`config.mk`:
```
export PLATFORM = sky130hd
export DESIGN_NAME = breakout_ball_ctrl
export DESIGN_NICKNAME = d
export VERILOG_FILES = /design/src/rtl/breakout_pkg.sv /design/src/rtl/breakout_ball_step.sv /design/src/rtl/breakout_ball_ctrl.sv
export SDC_FILE = /design/constraint.sdc
export NUM_CORES = 1
export LEC_CHECK = 0
export BUFFER_PORTS_ARGS = -buffer_cell sky130_fd_sc_hd__buf_4
export CORE_MARGIN = 2
export CORE_UTILIZATION = 38
export DETAILED_ROUTE_END_ITERATION = 12
export GPL_ROUTABILITY_DRIVEN = 0
export RECOVER_POWER = 25
export SYNTH_ARGS = -nofsm -noshare
export SYNTH_HDL_FRONTEND = slang
export SYNTH_HIERARCHICAL = 1
export SYNTH_SLANG_ARGS = --single-unit
```
`constraint.sdc`:
```
create_clock -name clk -period 14.78 [get_ports clk]
set_clock_uncertainty 0.2 [all_clocks]
set_input_delay 2.217 -clock clk [delete_from_list [all_inputs] [get_ports clk]]
set_output_delay 2.217 -clock clk [all_outputs]
set_load 0.005 [all_outputs]
```
`src/rtl/breakout_pkg.sv`:
```
// breakout_pkg: screen constants, ball FSM state encoding, direction encodings
// and the coordinate clamp shared by the ball controller and its step logic.
package breakout_pkg;

    localparam int H_MAX = 799;
    localparam int V_MAX = 599;

    typedef enum logic [1:0] {
        ST_SERVE     = 2'd0,
        ST_MOVE      = 2'd1,
        ST_MISS      = 2'd2,
        ST_GAME_OVER = 2'd3
    } ball_state_e;

    typedef enum logic {
        DX_LEFT  = 1'b0,
        DX_RIGHT = 1'b1
    } dir_x_e;

    typedef enum logic {
        DY_UP   = 1'b0,
        DY_DOWN = 1'b1
    } dir_y_e;

    // Clamp a signed intermediate coordinate into [0, i_hi].
    function automatic logic [10:0] clamp_coord(input logic signed [11:0] i_val,
                                                input logic [10:0]        i_hi);
        logic [10:0] v_res;
        if (i_val < 12'sd0) begin
            v_res = 11'd0;
        end else if (i_val > $signed({1'b0, i_hi})) begin
            v_res = i_hi;
        end else begin
            v_res = i_val[10:0];
        end
        return v_res;
    endfunction

endpackage

```
`src/rtl/breakout_ball_step.sv`:
```
// breakout_ball_step: combinational per-frame ball update. Resolves bounce
// requests, wall reflections and the paddle, then steps and clamps the position.
module breakout_ball_step
    import breakout_pkg::*;
#(
    parameter int BALL_SIZE  = 8,
    parameter int SPEED      = 2,
    parameter int PADDLE_X_L = 760
) (
    input  logic [10:0] i_x_l,
    input  logic [10:0] i_y_t,
    input  dir_x_e      i_dx,
    input  dir_y_e      i_dy,
    input  logic        i_mv_u,
    input  logic        i_mv_d,
    input  logic        i_mv_l,
    input  logic        i_mv_r,
    input  logic [10:0] i_paddle_y_t,
    input  logic [10:0] i_paddle_y_b,
    output dir_x_e      o_dx,
    output dir_y_e      o_dy,
    output logic [10:0] o_x_l,
    output logic [10:0] o_y_t
);

    localparam logic signed [11:0] L_SPEED = 12'(SPEED);
    localparam logic [10:0]        X_HI    = 11'(H_MAX - BALL_SIZE + 1);
    localparam logic [10:0]        Y_HI    = 11'(V_MAX - BALL_SIZE + 1);

    logic [10:0]        w_x_r;
    logic [10:0]        w_y_b;
    dir_x_e             w_dx_flag;
    dir_x_e             w_dx_wall;
    dir_y_e             w_dy_flag;
    logic               w_left_wall;
    logic               w_top_wall;
    logic               w_bot_wall;
    logic               w_paddle_hit;
    logic signed [11:0] w_x_sum;
    logic signed [11:0] w_y_sum;

    assign w_x_r = i_x_l + 11'(BALL_SIZE - 1);
    assign w_y_b = i_y_t + 11'(BALL_SIZE - 1);

    // Bounce requests: both sides at once means a corner hit, so reflect.
    assign w_dx_flag = (i_mv_r && i_mv_l) ? dir_x_e'(~i_dx) :
                       i_mv_r             ? DX_RIGHT       :
                       i_mv_l             ? DX_LEFT        : i_dx;
    assign w_dy_flag = (i_mv_d && i_mv_u) ? dir_y_e'(~i_dy) :
                       i_mv_d             ? DY_DOWN        :
                       i_mv_u             ? DY_UP          : i_dy;

    // Walls: left, top and bottom reflect; the right side is the miss zone.
    assign w_left_wall = (i_x_l < 11'(SPEED)) && (w_dx_flag == DX_LEFT);
    assign w_top_wall  = (i_y_t < 11'(SPEED)) && (w_dy_flag == DY_UP);
    assign w_bot_wall  = (w_y_b > 11'(V_MAX - SPEED)) && (w_dy_flag == DY_DOWN);
    assign w_dx_wall   = w_left_wall ? DX_RIGHT : w_dx_flag;
    assign o_dy        = w_top_wall ? DY_DOWN : (w_bot_wall ? DY_UP : w_dy_flag);

    // Paddle face catch window is one step wide in front of the paddle.
    assign w_paddle_hit = (w_dx_wall == DX_RIGHT) &&
                          (w_x_r >= 11'(PADDLE_X_L - SPEED)) &&
                          (w_x_r <= 11'(PADDLE_X_L)) &&
                          (w_y_b >= i_paddle_y_t) &&
                          (i_y_t <= i_paddle_y_b);
    assign o_dx = w_paddle_hit ? DX_LEFT : w_dx_wall;

    // Signed step so that a move past zero clamps instead of wrapping.
    assign w_x_sum = (o_dx == DX_RIGHT) ? ($signed({1'b0, i_x_l}) + L_SPEED)
                                        : ($signed({1'b0, i_x_l}) - L_SPEED);
    assign w_y_sum = (o_dy == DY_DOWN)  ? ($signed({1'b0, i_y_t}) + L_SPEED)
                                        : ($signed({1'b0, i_y_t}) - L_SPEED);

    assign o_x_l = clamp_coord(w_x_sum, X_HI);
    assign o_y_t = clamp_coord(w_y_sum, Y_HI);

endmodule

```
`src/rtl/breakout_ball_ctrl.sv`:
```
// breakout_ball_ctrl: ball owner for the breakout top level. Sequences
// serve / move / miss / game-over, latches block-hit bounce requests between
// frame ticks and counts lives.
module breakout_ball_ctrl
    import breakout_pkg::*;
#(
    parameter int BALL_SIZE   = 8,
    parameter int SPEED       = 2,
    parameter int SERVE_X     = 700,
    parameter int SERVE_Y     = 296,
    parameter int PADDLE_X_L  = 760,
    parameter int MISS_X      = 792,
    parameter int LIVES       = 3,
    parameter int MISS_FRAMES = 60
) (
    input  logic        clk,
    input  logic        reset,
    input  logic        frame_tick,
    input  logic        btn_launch,
    input  logic        moveU,
    input  logic        moveD,
    input  logic        moveL,
    input  logic        moveR,
    input  logic [10:0] paddle_y_t,
    input  logic [10:0] paddle_y_b,
    input  logic [10:0] pix_x,
    input  logic [10:0] pix_y,
    output logic [10:0] ball_x_l,
    output logic [10:0] ball_x_r,
    output logic [10:0] ball_y_t,
    output logic [10:0] ball_y_b,
    output logic        ball_ON,
    output logic [1:0]  lives,
    output logic        miss,
    output logic        game_over
);

    localparam int CNT_W = $clog2(MISS_FRAMES);

    ball_state_e       r_state;
    logic [10:0]       r_x_l;
    logic [10:0]       r_x_r;
    logic [10:0]       r_y_t;
    logic [10:0]       r_y_b;
    dir_x_e            r_dx;
    dir_y_e            r_dy;
    logic [1:0]        r_lives;
    logic              r_miss;
    logic              r_game_over;
    logic [CNT_W-1:0]  r_cnt;
    logic              r_btn_q;
    logic              r_pend_u;
    logic              r_pend_d;
    logic              r_pend_l;
    logic              r_pend_r;

    ball_state_e       w_state_nxt;
    logic [10:0]       w_x_l_nxt;
    logic [10:0]       w_y_t_nxt;
    dir_x_e            w_dx_nxt;
    dir_y_e            w_dy_nxt;
    logic [1:0]        w_lives_nxt;
    logic              w_miss_nxt;
    logic [CNT_W-1:0]  w_cnt_nxt;
    logic              w_launch;
    dir_x_e            w_step_dx;
    dir_y_e            w_step_dy;
    logic [10:0]       w_step_x;
    logic [10:0]       w_step_y;
    logic              w_in_box;

    assign w_launch = btn_launch & ~r_btn_q;

    breakout_ball_step #(
        .BALL_SIZE  (BALL_SIZE),
        .SPEED      (SPEED),
        .PADDLE_X_L (PADDLE_X_L)
    ) u_step (
        .i_x_l        (r_x_l),
        .i_y_t        (r_y_t),
        .i_dx         (r_dx),
        .i_dy         (r_dy),
        .i_mv_u       (r_pend_u | moveU),
        .i_mv_d       (r_pend_d | moveD),
        .i_mv_l       (r_pend_l | moveL),
        .i_mv_r       (r_pend_r | moveR),
        .i_paddle_y_t (paddle_y_t),
        .i_paddle_y_b (paddle_y_b),
        .o_dx         (w_step_dx),
        .o_dy         (w_step_dy),
        .o_x_l        (w_step_x),
        .o_y_t        (w_step_y)
    );

    // Next-state and datapath decisions for the ball sequencer.
    always_comb begin
        w_state_nxt = r_state;
        w_x_l_nxt   = r_x_l;
        w_y_t_nxt   = r_y_t;
        w_dx_nxt    = r_dx;
        w_dy_nxt    = r_dy;
        w_lives_nxt = r_lives;
        w_miss_nxt  = 1'b0;
        w_cnt_nxt   = r_cnt;
        case (r_state)
            ST_SERVE: begin
                w_x_l_nxt = 11'(SERVE_X);
                w_y_t_nxt = 11'(SERVE_Y);
                w_dx_nxt  = DX_LEFT;
                w_dy_nxt  = DY_UP;
                w_cnt_nxt = '0;
                if (w_launch) begin
                    w_state_nxt = ST_MOVE;
                end else begin
                    w_state_nxt = ST_SERVE;
                end
            end
            ST_MOVE: begin
                if (frame_tick && (r_x_l >= 11'(MISS_X))) begin
                    w_state_nxt = ST_MISS;
                    w_miss_nxt  = 1'b1;
                    w_lives_nxt = (r_lives == 2'd0) ? 2'd0 : (r_lives - 2'd1);
                    w_cnt_nxt   = '0;
                end else if (frame_tick) begin
                    w_x_l_nxt = w_step_x;
                    w_y_t_nxt = w_step_y;
                    w_dx_nxt  = w_step_dx;
                    w_dy_nxt  = w_step_dy;
                end else begin
                    w_state_nxt = ST_MOVE;
                end
            end
            ST_MISS: begin
                if (frame_tick && (r_cnt == CNT_W'(MISS_FRAMES - 1))) begin
                    w_cnt_nxt = '0;
                    if (r_lives == 2'd0) begin
                        w_state_nxt = ST_GAME_OVER;
                    end else begin
                        w_state_nxt = ST_SERVE;
                        w_x_l_nxt   = 11'(SERVE_X);
                        w_y_t_nxt   = 11'(SERVE_Y);
                    end
                end else if (frame_tick) begin
                    w_cnt_nxt = r_cnt + CNT_W'(1);
                end else begin
                    w_state_nxt = ST_MISS;
                end
            end
            ST_GAME_OVER: begin
                w_state_nxt = ST_GAME_OVER;
            end
            default: begin
                w_state_nxt = ST_SERVE;
            end
        endcase
    end

    // Sequencer state, ball box, lives and status outputs.
    always_ff @(posedge clk or posedge reset) begin
        if (reset) begin
            r_state     <= ST_SERVE;
            r_x_l       <= 11'(SERVE_X);
            r_x_r       <= 11'(SERVE_X + BALL_SIZE - 1);
            r_y_t       <= 11'(SERVE_Y);
            r_y_b       <= 11'(SERVE_Y + BALL_SIZE - 1);
            r_dx        <= DX_LEFT;
            r_dy        <= DY_UP;
            r_lives     <= 2'(LIVES);
            r_miss      <= 1'b0;
            r_game_over <= 1'b0;
            r_cnt       <= '0;
            r_btn_q     <= 1'b0;
        end else begin
            r_state     <= w_state_nxt;
            r_x_l       <= w_x_l_nxt;
            r_x_r       <= w_x_l_nxt + 11'(BALL_SIZE - 1);
            r_y_t       <= w_y_t_nxt;
            r_y_b       <= w_y_t_nxt + 11'(BALL_SIZE - 1);
            r_dx        <= w_dx_nxt;
            r_dy        <= w_dy_nxt;
            r_lives     <= w_lives_nxt;
            r_miss      <= w_miss_nxt;
            r_game_over <= (w_state_nxt == ST_GAME_OVER);
            r_cnt       <= w_cnt_nxt;
            r_btn_q     <= btn_launch;
        end
    end

    // Bounce requests arriving between frame ticks are held until the next tick.
    always_ff @(posedge clk or posedge reset) begin
        if (reset) begin
            r_pend_u <= 1'b0;
            r_pend_d <= 1'b0;
            r_pend_l <= 1'b0;
            r_pend_r <= 1'b0;
        end else if ((r_state == ST_SERVE) || frame_tick) begin
            r_pend_u <= 1'b0;
            r_pend_d <= 1'b0;
            r_pend_l <= 1'b0;
            r_pend_r <= 1'b0;
        end else begin
            r_pend_u <= r_pend_u | moveU;
            r_pend_d <= r_pend_d | moveD;
            r_pend_l <= r_pend_l | moveL;
            r_pend_r <= r_pend_r | moveR;
        end
    end

    assign w_in_box = (pix_x >= r_x_l) && (pix_x <= r_x_r) &&
                      (pix_y >= r_y_t) && (pix_y <= r_y_b);
    assign ball_ON  = w_in_box && ((r_state == ST_SERVE) || (r_state == ST_MOVE));

    assign ball_x_l  = r_x_l;
    assign ball_x_r  = r_x_r;
    assign ball_y_t  = r_y_t;
    assign ball_y_b  = r_y_b;
    assign lives     = r_lives;
    assign miss      = r_miss;
    assign game_over = r_game_over;

endmodule

```
# == Word level (Yosys, flattened, before mapping) ==
# Index checks and enable logic that the tools add are counted.
# totals
ram_bits,0
input_bits,52
romBits,0
mem_count,0
regBits,63
out_inout_bits,49
latch_bits,0
# classes
bitwise,10
eq_ne,9
reduce_logical,24
add_sub_neg,10
muxes,50
shifts,0
n_mul,0
magnitude_cmp,16
div,0
# op_table
op,count
$mux W11,12
$pmux W11 S3,2
$add A11 B3 Y11 const B,4
$ge A11 B11 Y1,3
$le A11 B11 Y1,3
$add A11 B2 Y12 const B,2
$gt A12 B11 Y1 const B,2
$lt A12 B1 Y1 const B,2
$mux W12,2
$sub A11 B2 Y12 const B,2
$ge A11 B10 Y1 const B,2
$lt A11 B2 Y1 const B,2
$mux W1,21
$mux W6,3
$pmux W6 S3,1
$logic_and A1 B1 Y1,15
$mux W2,6
$gt A11 B10 Y1 const B,1
$le A11 B10 Y1 const B,1
$pmux W2 S4,1
$add A6 B1 Y6 const B,1
$eq A2 B2 Y1 const B,3
$eq A6 B6 Y1 const B,1
$ne A2 B2 Y1 const B,3
13 further kinds,24

# == Depth between registers and ports, before layout ==
# Gate-level depths: netlist (run 1).
# logic_depth
depth_word,20
depth_mapped,23
mapped_depth_nobuf,21

# == Cells and area by module ==
# Netlist (run 1), hierarchy kept.
# by_module_without_submodules
module,seq_area_each_um2,cells_per_inst,area_each_um2,instances
breakout_ball_ctrl,1604.0,405,3892.5,1
breakout_ball_step,0.0,389,2617.5,1

# == Worst setup path before layout (run 1) ==
# Ideal clock, no wire load.
# synth_timing
path_kind,input port to output port
startpoint,in pix_x[1]
endpoint,out ball_ON
arrival_ns,3.681
path_stages,8
required_ns,12.363
path_buffers,0
path_slack_ns,8.682
path_cell_list,ha_1 -> nor2b_1 -> o21a_1 -> o21ai_0 -> a21oi_1 -> a2111oi_0 -> o32ai_1 -> a311oi_1
# synth_via
elab_chain_len,5
elab_cells_between_ends,6
cone_classes,order compare: 2; reduce/logical: 4
# synth_rtl
item,line_no,rtl
"start, declared",breakout_ball_ctrl.sv:26,"input logic [10:0] pix_x,"
$ge A11 B11 Y1 / $le A11 B11 Y1 (equally long branches),breakout_ball_ctrl.sv:209,assign w_in_box = (pix_x >= r_x_l) && (pix_x <= r_x_r) &&
$logic_and A1 B1 Y1 (*) (2 in a row),breakout_ball_ctrl.sv:209,
$logic_and A1 B1 Y1 (*),breakout_ball_ctrl.sv:210,(pix_y >= r_y_t) && (pix_y <= r_y_b);
$logic_and A1 B1 Y1 (*),breakout_ball_ctrl.sv:211,assign ball_ON = w_in_box && ((r_state == ST_SERVE) || (r_state == ST_MOVE));
"end, declared",breakout_ball_ctrl.sv:32,"output logic ball_ON,"
# Mark *: on every way between the ends. The rest lies on a longest branch, timed or not.

# == Worst setup path in the final report (run 1) ==
# Same ends and word-level chain as after synthesis.

==> flow_metrics.tcl, run 1 <==
set metrics [dict create \
    unique_masters_post_synth 89 \
    grt_pass1_wl_um 28500 \
    final_cell_mix "sky130_fd_sc_hd__buf_4, sky130_fd_sc_hd__inv_1, sky130_fd_sc_hd__ha_1" \
    worst-slew-pin-transition_ps 3280 \
    synthArstFlopShare_pct 100 \
    critPathLaunchType "input port" \
    filler_cell_count 1696 \
    synthCells 794 \
    run_status "finished, violations left" \
    max_freq_mhz 148 \
    detail-route-antenna-nets 0 \
    drive_above_1_share_pct 20.5 \
    clockRootBuffer "sky130_fd_sc_hd__clkbuf_16" \
    routed_wire_length_per_instance_um 16.0 \
    power.internal_w 0.000711 \
    grt_start_max_net_pins 64 \
    syn-mean-instance-area_um2 8.20 \
    cts_resized 0 \
    cts_tree "done" \
    power.density_cell_area_nw_per_um2 164 \
    detailedRoute.firstPassIterationCount 5 \
    final.setup.tns_ps 0 \
    seq_power_share_pct 25.8 \
    congestion_overflow_gr 0 \
    boundaryPins 101 \
    vias 6070 \
    post_synth_instance_area_um2 6510 \
    rows 47 \
    detail_route.wirelength_um 17700 \
    hold_violations 0 \
    clock_path_buffers 2 \
    yosys_most_used_dff "sky130_fd_sc_hd__dfrtp_1" \
    worstPathMaxFanout 2 \
    nets 1015 \
    critPathArrivalTime_ps 4340 \
    p_leak_nw 3.58 \
    finish.instance_area_um2 7780 \
    count_of_flip_flops_with_a_built_in_enable_after_synthesis 0 \
    htreeDepth 3 \
    ys_warn_count 6 \
    detailed_route_drc_error_count 0 \
    floorplan.die_area_um2 18200 \
    power.share.clock_pct 19.6 \
    post_cts_hold_buffer_count 0 \
    synth_sequential_area_ratio_pct 24.6 \
    switching_share_pct 44.3 \
    post-cts-setup-buffers 0 \
    maxSlewViolCount 64 \
    r2r_setup_slack_ps 9130 \
    hpwlAfterDp_um 13800 \
    final_common_cell "sky130_fd_sc_hd__buf_4" \
    worst_setup_path_end_kind "output pin" \
    post_drt_via_cell_ratio 5.48 \
    critical_path_required_ps 12360 \
    track_usage_pct 19.4 \
    die-height_um 135 \
    worst_setup_hold_path_clk_slew_ps 60 \
    antenna_found_initial 0 \
    timing.setup.critical_path_class "input port to output pin" \
    die_width_um 135 \
    vdd.ir_drop.worst_mv 0.0930 \
    seqCellArea_um2 1600 \
    maxSlewHeadroom_pct -119 \
    multi_input_area_um2 4410 \
    effective_utilization_at_floorplan_pct 39.1 \
    detail_route.iter0.violations 317 \
    violations "max-capacitance violations, max-slew violations" \
    switchingPower_w 0.000567 \
    worstHoldPathType "flip-flop to flip-flop" \
    port_buffers 100 \
    antenna_diodes 0 \
    final_min_period_over_clock_period_pct 45.7 \
    post-route-min-period_ps 6760 \
    max_cap_viol_count 1 \
    pwr-share-comb_pct 54.6 \
    final_count_of_negative_setup_slack_endpoints 0 \
    cts.sinks 63 \
    areaGrowthSynthToFinish_pct 19.5 \
    insertion_delay_ps 330 \
    ys_ff_latch 63 \
    number_of_global_route_vias_before_repair 5889 \
    postPlaceCellArea_um2 7430 \
    rsz0062_at_grt "false" \
    tritoncts.num_buffers 9 \
    fin_hold_ws_ps 285 \
    core_um2 16600 \
]
through the flow:
step	cells	total power (W)	utilization [%]	setup WS [ps]
2_1_floorplan	795	0.000812	-	8680
4_1_cts	1107	0.00128	46.8	7960
6_report	1107	0.00128	46.8	8020
3_3_place_gp	1091	0.00102	44.7	8000
5_1_grt	1107	0.00138	46.8	7760
3_5_place_dp	1091	0.00102	44.7	7980
flip-flops by register name, indices dropped and copies added, names as in the netlist, 2 cells and up:
signal and count:
ball_x_l 11, ball_x_r 11, ball_y_b 11, ball_y_t 11, lives 2, r_cnt 6
r_state 2
layout make-up:
class / instances / area share (%)
clock buffers: 10 / 3.07
clock inverters: 6 / 1.50
inverters: 98 / 4.73
multi-input cells: 607 / 56.7
flip-flops and latches: 63 / 20.6
well taps: 220 / 3.54
repair buffers: 103 / 9.84
metal layers:
layer  GRT usage, %  share of wire (%)  vias to the layer above
met4           4.39                1.3                        0
met2           34.3                 49                      165
met5              0                  0                        -
li1               -                  -                     3008
met3           2.82                4.5                       20
met1           25.0                 45                     2877
power groups by stage:
stage	Clock (W)	Combinational (W)	Sequential, W
5_1_grt	0.000261	0.000780	0.000341
3_5_place_dp	0	0.000692	0.000332
4_1_cts	0.000256	0.000698	0.000329
3_3_place_gp	0	0.000687	0.000332
2_1_floorplan	0	0.000538	0.000274
6_report	0.000251	0.000698	0.000329
cells in the mapped netlist, types with 5 or more instances:
library cell               count  share of area, %
sky130_fd_sc_hd__clkbuf_1     13              0.75
sky130_fd_sc_hd__nand2_1      61               3.5
sky130_fd_sc_hd__ha_1         81                16
sky130_fd_sc_hd__a211oi_1      5              0.58
sky130_fd_sc_hd__a211o_1       6              0.81
sky130_fd_sc_hd__nor2b_1      22               2.1
sky130_fd_sc_hd__a21boi_0      5              0.58
sky130_fd_sc_hd__mux2i_1       8               1.2
sky130_fd_sc_hd__o22ai_1       7              0.67
sky130_fd_sc_hd__nand2b_1     12               1.2
sky130_fd_sc_hd__xnor2_1      26               3.5
sky130_fd_sc_hd__and2_1        6              0.58
sky130_fd_sc_hd__o21a_1       19               2.2
sky130_fd_sc_hd__nor4_1       11               1.1
sky130_fd_sc_hd__o21ai_0      46               3.5
sky130_fd_sc_hd__xor2_1       14               1.9
sky130_fd_sc_hd__or2_2        13               1.2
sky130_fd_sc_hd__and3_1        9              0.86
sky130_fd_sc_hd__or3_1         6              0.58
sky130_fd_sc_hd__inv_1        98               5.7
sky130_fd_sc_hd__a31oi_1       9              0.86
sky130_fd_sc_hd__dfstp_2      22               8.9
sky130_fd_sc_hd__nor3_1       20               1.5
sky130_fd_sc_hd__buf_2         8              0.62
sky130_fd_sc_hd__dfrtp_1      41                16
sky130_fd_sc_hd__o31ai_1       6              0.69
sky130_fd_sc_hd__o211ai_1      7              0.81
sky130_fd_sc_hd__nand4_1      11               1.1
sky130_fd_sc_hd__nor2_1       49               2.8
sky130_fd_sc_hd__a21oi_1      32               2.5
sky130_fd_sc_hd__nand3_1      27               2.1
sky130_fd_sc_hd__a22oi_1       5              0.58
worst paths after layout:
path	cells past startpoint	to	from
max	10	ball_ON	pix_x[1]
min	2	lives[0]	lives[1]
max reg2reg	18	ball_y_b[10]	ball_y_t[0]
min reg2reg	2	lives[0]	lives[1]
max in group asynchronous	3	r_dy	reset
min in group asynchronous	3	miss	reset
cell families after synthesis:
logic type / after synthesis / share of synthesized area [%]
AND/OR/NAND/NOR: 273 / 22.5
AO/OA/AOI/OAI: 202 / 22.9
buffers and inverters: 125 / 7.61
adder cells (fa/ha/maj): 81 / 15.6
flip-flops: 63 / 24.6
XOR/XNOR: 40 / 5.38
multiplexers: 9 / 1.40
other: 1 / 0.0576
worst max-delay path: stages:
cell and delay (ps):
sky130_fd_sc_hd__buf_4 110, sky130_fd_sc_hd__ha_1 300, sky130_fd_sc_hd__nor2b_1 130, sky130_fd_sc_hd__o21a_1 160
sky130_fd_sc_hd__o21ai_0 160, sky130_fd_sc_hd__a21oi_1 90, sky130_fd_sc_hd__a2111oi_0 590, sky130_fd_sc_hd__o32ai_1 190
sky130_fd_sc_hd__a311oi_1 230, sky130_fd_sc_hd__buf_4 150
(Power assumes the default switching activity.)
==> run 2: changes to the inputs <==
- clock period: 14.78 -> 5.5 ns (I/O delays scaled with it)
==> run 2 against run 1 <==
Critical path depth is 12 higher. Sequential share of layout area down 0.17 points. Cell count up 1.4%. The flow still finishes with violations (max-capacitance violations, max-slew violations). Sequential power grew 150%. Clock power increased by 130%. Largest power group unchanged. Combinational power rose to 2.9 times the previous value. Die area unchanged. Hold slack worse by 4.7 ps. Critical endpoint is now ball_x_r[10]. Setup slack worse by 7600 ps. Non-clock buffer count rose by 16. Via count increased by 1.4%.
==> flow_metrics.tcl, run 2 (same netlist as run 1, synthesis figures left out) <==
set metrics [dict create \
    post-cts-setup-buffers 0 \
    tritoncts.num_buffers 9 \
    post-route-min-period_ps 5050 \
    clock_path_buffers 2 \
    power.share.clock_pct 16.9 \
    vias 6156 \
    final_common_cell "sky130_fd_sc_hd__buf_4" \
    violations "max-capacitance violations, max-slew violations" \
    rows 47 \
    die-height_um 135 \
    antenna_found_initial 0 \
    cts.sinks 63 \
    worstPathMaxFanout 13 \
    timing.hold.worst_path_depth 1 \
    grt_start_max_net_pins 64 \
    cts_tree "done" \
    congestion_overflow_gr 0 \
    port_buffers 100 \
    grt_pass1_wl_um 29800 \
    number_of_global_route_vias_before_repair 6032 \
    critical-path-slowest-cell "sky130_fd_sc_hd__dfrtp_1" \
    track_usage_pct 20.5 \
    detail_route.iter0.violations 489 \
    final_min_period_over_clock_period_pct 91.9 \
    seqCellArea_um2 1600 \
    post-place-cells 1107 \
    hpwlAfterDp_um 14500 \
    delay_of_the_slowest_cell_on_the_worst_path_ps 380 \
    final_count_of_negative_setup_slack_endpoints 0 \
    multi_input_area_um2 4420 \
    max_cap_viol_count 1 \
    hold_violations 0 \
    power.density_cell_area_nw_per_um2 432 \
    fin_hold_ws_ps 280 \
    maxSlewViolCount 64 \
    cells_along_the_critical_path "inv_1 -> ha_1 -> a21boi_4 -> nor3_1 -> xnor2_1 -> inv_1 -> ha_1 -> nor2_1 -> nand2_1 -> a211oi_1 -> nor4_1 -> a31oi_1 -> buf_4 -> mux2_2 -> o22ai_1 -> o21ai_1 -> nor2_1 -> nand3_1 -> a22oi_1 -> and3_1 -> nand4_1 -> xnor2_1" \
    p_leak_nw 3.64 \
    effective_utilization_at_floorplan_pct 39.1 \
    run_status "finished, violations left" \
    timing.setup.critical_path_class "flip-flop to flip-flop" \
    switchingPower_w 0.00154 \
    detailedRoute.firstPassIterationCount 5 \
    switching_share_pct 45.4 \
    maxSlewHeadroom_pct -125 \
    areaGrowthSynthToFinish_pct 20.5 \
    insertion_delay_ps 330 \
    max_freq_mhz 198 \
    rr_worst_depth 22 \
    vdd.ir_drop.worst_mv 0.220 \
    power.internal_w 0.00185 \
    htreeDepth 3 \
    core_um2 16600 \
    die_width_um 135 \
    final.setup.tns_ps 0 \
    post_drt_via_cell_ratio 5.48 \
    worst_setup_path_end_kind "flip-flop" \
    worst-slew-pin-transition_ps 3380 \
    nets 1031 \
    worstHoldPathType "flip-flop to flip-flop" \
    antenna_diodes 0 \
    worst_setup_hold_path_clk_slew_ps 60 \
    detail-route-antenna-nets 0 \
    detail_route.wirelength_um 18400 \
    seq_power_share_pct 24.1 \
    final_cell_mix "sky130_fd_sc_hd__buf_4, sky130_fd_sc_hd__inv_1, sky130_fd_sc_hd__ha_1" \
    boundaryPins 101 \
    post_cts_hold_buffer_count 0 \
    routed_wire_length_per_instance_um 16.4 \
    rsz0062_at_grt "false" \
    pwr-share-comb_pct 59.1 \
    post_layout_nonfiller_instances 1123 \
    floorplan.die_area_um2 18200 \
    detailed_route_drc_error_count 0 \
    drive_above_1_share_pct 21.9 \
    postLayoutCoreUtil_pct 47.2 \
    critPathArrivalTime_ps 5060 \
    critPathLaunchType "flip-flop" \
    clockRootBuffer "sky130_fd_sc_hd__clkbuf_16" \
    critical_path_required_ps 5510 \
    fin_total_pwr_w 0.00339 \
    filler_cell_count 1666 \
]
-- run 2: power groups by stage --
stage	registers, W	clock network, W	logic (W)
floorplan	0.000736	0	0.00145
global placement	0.000824	0	0.00198
detailed placement	0.000823	0	0.00199
CTS	0.000815	0.000585	0.00200
global route	0.000834	0.000605	0.00225
finish	0.000816	0.000572	0.00200
-- run 2: cell type report --
type	count	area share, %
clock buffer	13	3.19
clock inverter	3	0.558
inverter	98	4.69
multi-input combinational	607	56.3
sequential	63	20.4
tap	220	3.51
timing repair buffer	119	11.3
-- run 2: what timing repair did --
item / in CTS / in global routing
endpoints found under the hold margin: 0 / 0
setup endpoints to repair: 0 / 12
resized for setup: 0 / 2
-- run 2: critical path, delay by kind of cell (launching register included) --
family	cells	cell delay, ps
compound gates	6	1380
xor+xnor	2	540
fa+ha+maj	2	480
buf+inv	3	480
flops	1	380
mux	1	350
simple gates	8	1100
-- run 2: path summary, 6_finish.rpt --
path                                   from      endpoint  slack (ps)
max in group asynchronous             reset   ball_y_t[4]        1600
worst max register to register  ball_y_t[2]  ball_x_r[10]         450
worst min-delay path               r_cnt[5]      r_cnt[5]         280
worst max-delay path            ball_y_t[2]  ball_x_r[10]         450
min in group asynchronous             reset   ball_x_r[4]        1610
worst min register to register     r_cnt[5]      r_cnt[5]         280
-- run 2: per-stage QoR --
| step | cell area [um^2] | setup slack (ps) |
|---|---|---|
| 5_1_grt | 7850 | 49.2 |
| 2_1_floorplan | 6510 | 705 |
| 4_1_cts | 7850 | 361 |
| 3_3_place_gp | 7550 | 397 |
| 6_report | 7850 | 448 |
| 3_5_place_dp | 7550 | 371 |
-- run 2: metal layers --
layer | track usage [%] | wire length (um) | up-vias
li1 | - | - | 3050
met1 | 26.2 | 8220 | 2899
met2 | 35.7 | 9010 | 176
met3 | 3.68 | 841 | 31
met4 | 5.03 | 371 | 0
met5 | 0 | 0 | -
==> run 3: changes to the inputs <==
- GPL_TIMING_DRIVEN: default -> 0
==> run 3 against run 2 <==
The run still ends with max-capacitance violations, max-slew violations left. Combinational power rose by 4%. Cell count rose by 1.2%. Via count barely moved. Flip-flop and latch count did not move. Clock power fell by 7.5%. Routed wire length fell by 0.79%. Final area rose by 1.2%. Die area did not move. Utilization rose by 0.58 points. Maximum frequency fell by 4.4%. Global-route usage fell by 0.36 points. Critical endpoint is now ball_y_b[10]. Highest routed layer unchanged.
==> flow_metrics.tcl, run 3 (same netlist as run 1, synthesis figures left out) <==
set metrics [dict create \
    vias 6162 \
    reg2reg_to "ball_y_b[10]" \
    power.internal_w 0.00183 \
    congestion_overflow_gr 0 \
    clock_path_buffers 2 \
    timing.setup.critical_path_class "flip-flop to flip-flop" \
    detail_route.wirelength_um 18300 \
    floorplan.die_area_um2 18200 \
    antenna_diodes 0 \
    maxSlewViolCount 33 \
    final_cell_mix "sky130_fd_sc_hd__buf_4, sky130_fd_sc_hd__inv_1, sky130_fd_sc_hd__ha_1" \
    rr_startpoint "ball_y_t[2]" \
    worst-slew-pin-transition_ps 1670 \
    drive_above_1_share_pct 23.5 \
    areaGrowthSynthToFinish_pct 22.0 \
    port_buffers 100 \
    filler_cell_count 1664 \
    switchingPower_w 0.00157 \
    worstPathMaxFanout 9 \
    worst_setup_path_end_kind "flip-flop" \
    postLayoutCoreUtil_pct 47.7 \
    critPathArrivalTime_ps 5330 \
    grt_start_max_net_pins 33 \
    run_status "finished, violations left" \
    post_cts_hold_buffer_count 0 \
    detailedRoute.firstPassIterationCount 5 \
    die_width_um 135 \
    routed_wire_length_per_instance_um 16.1 \
    post-route-min-period_ps 5280 \
    power.share.clock_pct 15.6 \
    timing.critical_path.from "ball_y_t[2]" \
    insertion_delay_ps 330 \
    rr_worst_depth 19 \
    r2r_setup_slack_ps 220 \
    tritoncts.num_buffers 9 \
    seq_power_share_pct 23.2 \
    final_min_period_over_clock_period_pct 96.0 \
    p_leak_nw 3.64 \
    hpwlAfterDp_um 14600 \
    critical_path_required_ps 5550 \
    final.setup.worst_slack_ps 218 \
    number_of_global_route_vias_before_repair 5947 \
    antenna_found_initial 0 \
    pwr-share-comb_pct 61.2 \
    timing.hold.worst_path_depth 1 \
    final_common_cell "sky130_fd_sc_hd__buf_4" \
    nets 1044 \
    track_usage_pct 20.1 \
    die-height_um 135 \
    critPathLaunchType "flip-flop" \
    effective_utilization_at_floorplan_pct 39.1 \
    worst_setup_hold_path_clk_slew_ps 60 \
    hold_violations 0 \
    rows 47 \
    detail-route-antenna-nets 0 \
    cts_tree "done" \
    detail_route.iter0.violations 338 \
    switching_share_pct 46.2 \
    detailed_route_drc_error_count 0 \
    violations "max-capacitance violations, max-slew violations" \
    power.density_cell_area_nw_per_um2 427 \
    final_count_of_negative_setup_slack_endpoints 0 \
    maxSlewHeadroom_pct -11.1 \
    worstHoldPathType "flip-flop to flip-flop" \
    post_drt_via_cell_ratio 5.42 \
    dpl_worst_slack_ps -459 \
    worst_setup_path_endpoint "ball_y_b[10]" \
    clockRootBuffer "sky130_fd_sc_hd__clkbuf_16" \
    grt_pass1_wl_um 29400 \
    htreeDepth 3 \
    core_um2 16600 \
    vdd.ir_drop.worst_mv 0.254 \
    cts.sinks 63 \
    max_cap_viol_count 1 \
    max_freq_mhz 189 \
    boundaryPins 101 \
]
run 3: changes by cell type in the layout (fill, tap and decap cells not counted), sizes merged:
cell	change
buf	-1
bufinv	-1
clkinv	+1
clkbuf	+12
clkinvlp	+2
run 3: routing by layer:
layer	part of all wire (%)	vias to the layer above	wire length, um	global-route usage, %
met5	0	-	0	0
met1	47	2915	8520	27.1
met3	3.7	18	677	2.82
li1	-	3076	-	-
met2	49	153	8910	34.3
met4	1.0	0	185	4.27
run 3: power by group through the flow:
| stage | Clock (W) | Sequential, W | Combinational, W |
|---|---|---|---|
| after floorplan | 0 | 0.000736 | 0.00145 |
| after global placement | 0 | 0.000795 | 0.00199 |
| after detailed placement | 0 | 0.000797 | 0.00200 |
| after CTS | 0.000536 | 0.000792 | 0.00202 |
| after global routing | 0.000555 | 0.000810 | 0.00232 |
| final | 0.000529 | 0.000789 | 0.00208 |
run 3: area by class of cell:
type	count	area, um^2	area share, %
buffer	26	126	1.59
clock buffer	11	243	3.06
clock inverter	5	33.8	0.425
inverter	98	368	4.63
multi-input combinational	607	4500	56.6
sequential	63	1610	20.2
tap	220	275	3.47
timing repair buffer	106	792	9.97
run 3: how the worst min path moves through the flow:
stage | startpoint | endpoint | slack [ps]
after floorplan | r_cnt[5] | r_cnt[5] | 250
after detailed placement | r_cnt[5] | r_cnt[5] | 280
after global placement | lives[1] | lives[0] | 270
after CTS | r_cnt[5] | r_cnt[5] | 290
after global routing | r_cnt[5] | r_cnt[5] | 330
final | r_cnt[5] | r_cnt[5] | 290
run 3: worst max-delay path: stages (launching register included):
cell	delay, ps
sky130_fd_sc_hd__dfrtp_2	460
sky130_fd_sc_hd__buf_2	200
sky130_fd_sc_hd__inv_1	130
sky130_fd_sc_hd__ha_1	290
sky130_fd_sc_hd__a21boi_4	300
sky130_fd_sc_hd__o221ai_2	170
sky130_fd_sc_hd__o32a_4	430
sky130_fd_sc_hd__a211o_1	460
sky130_fd_sc_hd__a21oi_1	220
sky130_fd_sc_hd__o21ai_0	150
sky130_fd_sc_hd__a221oi_2	370
sky130_fd_sc_hd__a221oi_4	150
sky130_fd_sc_hd__nor4_1	290
sky130_fd_sc_hd__a22oi_1	180
sky130_fd_sc_hd__ha_1	280
sky130_fd_sc_hd__nor2b_1	150
sky130_fd_sc_hd__nor3_1	220
sky130_fd_sc_hd__o21ai_2	150
sky130_fd_sc_hd__nor3b_2	210
sky130_fd_sc_hd__xor2_1	170
run 3: timing repair:
| action | CTS | global route |
|---|---|---|
| endpoints found under the hold margin | 0 | 0 |
| endpoints found under the setup margin | 13 | 15 |
| gates resized for setup | 6 | 15 |
| setup buffers | 0 | 5 |
| pin swaps | 0 | 2 |
run 3: metrics by stage:
step | hold slack [ps] | power [W] | instance area [um^2] | std cells | setup TNS, ps
global route | 326 | 0.00369 | 7940 | 1136 | -110
global placement | 275 | 0.00278 | 7540 | 1115 | -2530
finish | 287 | 0.00340 | 7940 | 1136 | 0
CTS | 290 | 0.00335 | 7850 | 1132 | 0
floorplan | 246 | 0.00218 | 6510 | 795 | 0
detailed placement | 278 | 0.00280 | 7560 | 1116 | -2380
